`config.mk`:
```
export PLATFORM = sky130hd
export DESIGN_NAME = fpd_link_serializer
export DESIGN_NICKNAME = d
export VERILOG_FILES = /design/src/rtl/fpd_link_serializer.sv
export SDC_FILE = /design/constraint.sdc
export NUM_CORES = 1
export LEC_CHECK = 0
export BUFFER_PORTS_ARGS = -buffer_cell sky130_fd_sc_hd__buf_2
export CAP_MARGIN = 0
export CELL_PAD_IN_SITES_DETAIL_PLACEMENT = 1
export CELL_PAD_IN_SITES_GLOBAL_PLACEMENT = 2
export CORE_MARGIN = 3
export CORE_UTILIZATION = 32
export DETAILED_ROUTE_END_ITERATION = 10
export PLACE_DENSITY = 0.8
export SLEW_MARGIN = 20
export SYNTH_ARGS = -nofsm -noshare
export SYNTH_HDL_FRONTEND = slang
export SYNTH_SLANG_ARGS = --single-unit
```
`constraint.sdc`:
```
create_clock -name i_clk -period 3.7 [get_ports i_clk]
set_clock_uncertainty 0.2 [all_clocks]
set_input_delay 0.37 -clock i_clk [delete_from_list [all_inputs] [get_ports i_clk]]
set_output_delay 0.37 -clock i_clk [all_outputs]
set_load 0.1 [all_outputs]
```
`src/rtl/fpd_link_serializer.sv`:
```
// FPD-Link style 7:1 pixel serializer: samples one pixel every seven clocks and
// shifts it out MSB-mapped across 3 (18-bit) or 4 (24-bit) data lanes plus a clock lane.
module fpd_link_serializer #(
   parameter int COLOR_BITS = 6,
   localparam int LANES = (COLOR_BITS == 8) ? 4 : 3
) (
   input  logic                  i_clk,
   input  logic                  i_rst,
   input  logic                  i_en,
   input  logic                  i_map_jeida,
   input  logic                  i_de,
   input  logic                  i_vs,
   input  logic                  i_hs,
   input  logic [COLOR_BITS-1:0] i_r,
   input  logic [COLOR_BITS-1:0] i_g,
   input  logic [COLOR_BITS-1:0] i_b,
   output logic                  o_pix_req,
   output logic [LANES-1:0]      o_tdms,
   output logic                  o_clk_lane
);

   localparam int CB = COLOR_BITS;
   localparam int SW = 3 * CB + 4;
   localparam logic [6:0] CLK_PATTERN = 7'b1100011;

   logic [2:0]       r_ph;
   logic [SW-1:0]    r_shadow;
   logic [LANES-1:0] r_tdms;
   logic             r_clkLane;

   logic             w_sample;
   logic [2:0]       w_nextPh;
   logic [SW-1:0]    w_in;
   logic [SW-1:0]    w_src;
   logic             w_srcDe;
   logic             w_srcVs;
   logic             w_srcHs;
   logic             w_srcJeida;
   logic             w_useJeida;
   logic [CB-1:0]    w_srcR;
   logic [CB-1:0]    w_srcG;
   logic [CB-1:0]    w_srcB;
   logic [5:0]       w_rc;
   logic [5:0]       w_gc;
   logic [5:0]       w_bc;
   logic [6:0]       w_lane0;
   logic [6:0]       w_lane1;
   logic [6:0]       w_lane2;
   logic [LANES-1:0][6:0] w_words;

   // Phase 0 of a pixel comes straight from the inputs at the sample edge,
   // later phases come from the shadow copy taken on that same edge.
   assign w_sample = (r_ph == 3'd6);
   assign w_nextPh = w_sample ? 3'd0 : r_ph + 3'd1;
   assign w_in     = {i_de, i_vs, i_hs, i_r, i_g, i_b, i_map_jeida};
   assign w_src    = w_sample ? w_in : r_shadow;

   assign w_srcDe    = w_src[SW-1];
   assign w_srcVs    = w_src[SW-2];
   assign w_srcHs    = w_src[SW-3];
   assign w_srcR     = w_src[SW-4 -: CB];
   assign w_srcG     = w_src[SW-4-CB -: CB];
   assign w_srcB     = w_src[CB:1];
   assign w_srcJeida = w_src[0];
   assign w_useJeida = (COLOR_BITS == 8) && w_srcJeida;

   // JEIDA puts the colour MSBs on the three base lanes; VESA puts the LSBs there.
   assign w_rc = w_useJeida ? w_srcR[CB-1 -: 6] : w_srcR[5:0];
   assign w_gc = w_useJeida ? w_srcG[CB-1 -: 6] : w_srcG[5:0];
   assign w_bc = w_useJeida ? w_srcB[CB-1 -: 6] : w_srcB[5:0];

   assign w_lane0 = {w_rc[0], w_rc[1], w_rc[2], w_rc[3], w_rc[4], w_rc[5], w_gc[0]};
   assign w_lane1 = {w_gc[1], w_gc[2], w_gc[3], w_gc[4], w_gc[5], w_bc[0], w_bc[1]};
   assign w_lane2 = {w_bc[2], w_bc[3], w_bc[4], w_bc[5], w_srcHs, w_srcVs, w_srcDe};

   generate
      if (LANES == 4) begin : gLane3
         logic [1:0] w_rx;
         logic [1:0] w_gx;
         logic [1:0] w_bx;
         logic [6:0] w_lane3;
         assign w_rx    = w_useJeida ? w_srcR[1:0] : w_srcR[CB-1 -: 2];
         assign w_gx    = w_useJeida ? w_srcG[1:0] : w_srcG[CB-1 -: 2];
         assign w_bx    = w_useJeida ? w_srcB[1:0] : w_srcB[CB-1 -: 2];
         assign w_lane3 = {w_rx[0], w_rx[1], w_gx[0], w_gx[1], w_bx[0], w_bx[1], 1'b0};
         assign w_words = {w_lane3, w_lane2, w_lane1, w_lane0};
      end else begin : gNoLane3
         assign w_words = {w_lane2, w_lane1, w_lane0};
      end
   endgenerate

   // Disable parks the counter at the sample phase so re-enable starts a whole pixel.
   always_ff @(posedge i_clk) begin
      if (i_rst) begin
         r_ph      <= 3'd6;
         r_shadow  <= '0;
         r_tdms    <= '0;
         r_clkLane <= 1'b0;
      end else if (!i_en) begin
         r_ph      <= 3'd6;
         r_tdms    <= '0;
         r_clkLane <= 1'b0;
      end else begin
         if (w_sample) begin
            r_shadow <= w_in;
         end
         r_ph <= w_nextPh;
         for (int l = 0; l < LANES; l++) begin
            r_tdms[l] <= w_words[l][w_nextPh];
         end
         r_clkLane <= CLK_PATTERN[w_nextPh];
      end
   end

   assign o_pix_req  = i_en & w_sample;
   assign o_tdms     = r_tdms;
   assign o_clk_lane = r_clkLane;

endmodule

```
* Yosys cells after proc, flatten, opt, wreduce, memory -nomap -nowiden *
Memory sizes are Yosys's and may differ from the RTL's. A register that Yosys moved wholly into a read port is not among the register bits.
Index checks and enable logic that the tools add are counted.

storage, ports and cells
  bits in read-only memories = 8
  flip-flop bits (word level) = 28
  word-level logic and storage cells = 20
  output and inout bits = 5
  memories kept = 1
  input port bits = 25

memory list
  name             depth  width  read ports  clocked after Yosys merged registers in  write ports  line  text
  (no name shown)  8      1      1           1                                        0            111   r_clkLane <= CLK_PATTERN[w_nextPh];

cells by class
  reductions and logical operators = 2
  bitwise logic cells = 2
  muxes and demuxes = 8
  order comparisons = 1
  add/sub/neg operators = 1
  eq/ne operators = 1

operator list
  cell                 count
  $mux 22              1
  $bmux 1 s3           3
  $lt 3x4->1 const B   1
  $add 3x1->3 const B  1
  $eq 3x3->1 const B   1
  $mux 1               3
  $mux 3               1
  $reduce_and 2->1     1
  $reduce_or 2->1      1
  $and 1x1->1          1
  $not 1->1            1

* Logic depth before layout (Yosys ltp) *
  depth in word-level cells = 4
  depth in mapped cells = 6

* Worst setup path after synthesis *
No wires, ideal clock.

  kind = reg2out
  from = register r_ph[1]
  to = output port o_pix_req
  stages on the path, launching flop included = 5
  arrival time = 989 ps
  setup slack = 2141 ps
  required time = 3130 ps
  path through = dfxtp_1 > nor2b_2 > nand3_2 > inv_2 > buf_4

on the way
  word-level cells in the longest chain between the ends = 2

RTL lines
  item                      line  text
  start: declaration        26    logic [2:0] r_ph;
  start signal: assignment  107   r_ph <= w_nextPh;
  $eq 3x3->1                53    assign w_sample = (r_ph == 3'd6);
  $and 1x1->1               115   assign o_pix_req = i_en & w_sample;
  end: declaration          17    output logic o_pix_req,

No other way between the ends.

* Worst setup path in the final report *
Same ends and word-level chain as after synthesis.

==> flow_summary_export.csv <==
group,metric,value,unit
power,finalPower,0.679,mW
detailed_routing,drcViolationCount,0,
worst_hold_path,hold_depth,3,
yosys,ys.flop_type,"dfxtp_1",
clocking,root_buffer,"clkbuf_8",
floorplanning,start_util,0.349,
cells_and_area,area_delta_synth_final,16.2,%
yosys,ys_seq_area_frac,0.456,
place,dpl_cell_area,0.00136,sq mm
clocking,cts_buffer_depth,2,
worst_hold_path,hold_path.class,"primary input to flip-flop",
power,ir_drop,124,uV
detailed_routing,ant_nets,0,
floorplanning,fp.coreArea,0.00352,sq mm
timing,fin_crit,2.67,ns
worst_setup_path,startpoint_type,"flip-flop",
worst_setup_path,crit_path_max_incr_delay,0.60,ns
cells_and_area,final_nets,196,
job,cap_violations,0,
yosys,ys_ff_latch,28,
detailed_routing,drtPass1Iterations,4,
clocking,cts_hold_buf,0,
worst_setup_path,path_cells,"nor2b_2 -> nand3_2 -> inv_2 -> buf_2",
global_routing,gr-max-usage-layer,"met2",
place,pre_cts_ws,1.30,ns
timing,tightestPinTransition,0.497,ns
place,gp_congestion,0.670,
worst_setup_path,arrival,2.10,ns
global_routing,grt_pass1_wl,4740,microns
worst_hold_path,min-delay-start,"i_b[2]",
detailed_routing,viasPerCell,4.73,
cells_and_area,final_area,0.00143,sq mm
worst_setup_path,rr_worst_depth,6,
timing,fmax,0.375,GHz
yosys,syn-num-nets,171,
detailed_routing,vias,1021,
worst_setup_path,slowest_stage,"dfxtp_1",
clocking,post_cts_buffers,0,
outcome,outcome,"completed",
global_routing,met1_usage,0.183,
worst_setup_path,worst-r2r-setup-slack,1.57,ns
yosys,yosysWarnings,0,
worst_setup_path,critical_path_class,"flip-flop to output port",
worst_setup_path,worst-path-buf-inv,2,
place,dp_hpwl,1910,microns
power,leakagePower,0.577,nW
yosys,syn_inst,146,
worst_hold_path,min_delay_worst_endpoint,"r_shadow[3]",
worst_setup_path,crit_fanout,22,
yosys,netlist_area,0.00123,sq mm
timing,tns,0,ns
detailed_routing,wl,2790,microns
clocking,clock_latency,0.27,ns
yosys,yosys-top-cells-area,"dfxtp_1 (46%), nand2_1 (14%), a21oi_1 (9.8%)",
floorplanning,die-area,0.00462,sq mm
worst_setup_path,end_kind,"output port",
timing,slew_viol_final,0,
worst_setup_path,timing.rr.end,"r_shadow[2]",
timing,hold_viol_final,0,
clocking,clk_transition_reported_paths,0.10,ns
floorplanning,io_pins,30,
yosys,synth.most_common_cell,"nand2_1",
clocking,clock-sinks,28,
floorplanning,die_y,68.0,microns
clocking,cts_resized,0,
clocking,cts_tree,"built",
global_routing,track_usage,0.136,
clocking,cts_buffers,3,
global_routing,grt_pass1_vias,1036,
global_routing,grt_use_met2,0.217,
yosys,synth-edff-count,0,
global_routing,grt_max_degree,23,
cells_and_area,postLayoutCoreUtil,0.405,
floorplanning,die_w,68.0,microns
worst_setup_path,reg2reg_from,"r_ph[1]",
yosys,synth_cell_types,31,
place,io_buffers,28,
cells_and_area,antenna_cells,0,
yosys,synthDominantCellAreaShare,0.456,
worst_setup_path,cp_top_family,"simple AND/OR/NAND/NOR gates",
yosys,synth-async-reset-ratio,0,
timing,worst_slack,1.03,ns
global_routing,antenna_found_initial,0,
cells_and_area,drive_gt1_frac,0.247,
timing,rsz0062_at_grt,"false",
yosys,synth_common_cells,"nand2_1 (47), dfxtp_1 (28), a21oi_1 (24)",
detailed_routing,wl_per_cell,12.9,microns
clocking,cts_max_level,1,
worst_setup_path,required,3.13,ns
detailed_routing,drt-initial-drc-count,37,
yosys,syn_avg_cell_area,8.42,sq um
yosys,synth_top_area_cell,"dfxtp_1",
timing,setup_viol,0,
global_routing,gr-total-overflow,0,
global_routing,grt_use_met3,0.0246,
timing,slew_headroom,0.668,
timing,min_period_over_period,0.721,
floorplanning,rows,21,
power,powerDensity,476,mW/mm^2
==> logic make-up after synthesis <==
logic type / after synthesis / synth area share
and+or+nand+nor: 65 / 0.235
muxes: 6 / 0.0509
buffers and inverters: 11 / 0.0723
AOI/OAI and AO/OA: 36 / 0.185
DFF: 28 / 0.456
==> stage by stage <==
stage | instances | hold WS (ns)
2_1_floorplan | 146 | 0.230
3_3_place_gp | 212 | 0.240
3_5_place_dp | 212 | 0.250
4_1_cts | 216 | 0.115
5_1_grt | 216 | 0.119
6_report | 216 | 0.123
==> worst max path at each step <==
stage	cells after the start	start	to
after floorplan	4	r_ph[1]	o_pix_req
after global placement	4	r_ph[1]	o_pix_req
after detailed placement	4	r_ph[1]	o_pix_req
after CTS	4	r_ph[1]	o_pix_req
after global routing	4	r_ph[1]	o_pix_req
final	4	r_ph[1]	o_pix_req
==> flip-flops by register name (all words and copies together) (netlist names) <==
register and count:
r_shadow 21, r_ph 3, o_tdms 3, o_clk_lane 1
==> power breakdown <==
part,total (mW),leakage (nW),internal [mW],switching (mW)
clock network,0.239,0.0357,0.145,0.0941
logic,0.108,0.312,0.0367,0.0709
registers,0.333,0.230,0.320,0.0130
==> routing by layer <==
| metal | part of all wire | wire, microns |
|---|---|---|
| met1 | 0.47 | 1320 |
| met2 | 0.48 | 1340 |
| met3 | 0.038 | 107 |
| met4 | 0.0050 | 14 |
| met5 | 0 | 0 |
==> cell usage in the layout (no fill, tap or decap), drive strengths merged, types with 2 or more instances in the layout <==
cell type	Yosys	routed
nand3	3	3
nand2	47	47
buf	7	30
mux2i	4	4
nor2b	7	7
nand2b	3	3
o21a	2	2
mux2	2	2
dfxtp	28	28
clkbuf	3	3
a21oi	25	25
a211oi	2	2
nor2	3	3
==> final cells by class <==
class	instances	area, sq um
well taps	46	57.6
clock inverters	1	30.0
flip-flops and latches	28	561
fillers	449	2090
repair buffers	30	155
multi-input cells	107	579
clock buffers	3	41.3
inverters	1	3.75
==> tightest hold or removal path, cell delays in order <==
cell	delay, ns
buf_2	0.09
nand2_1	0.04
a21oi_1	0.05
No activity file was read; power rests on OpenSTA's default activity.
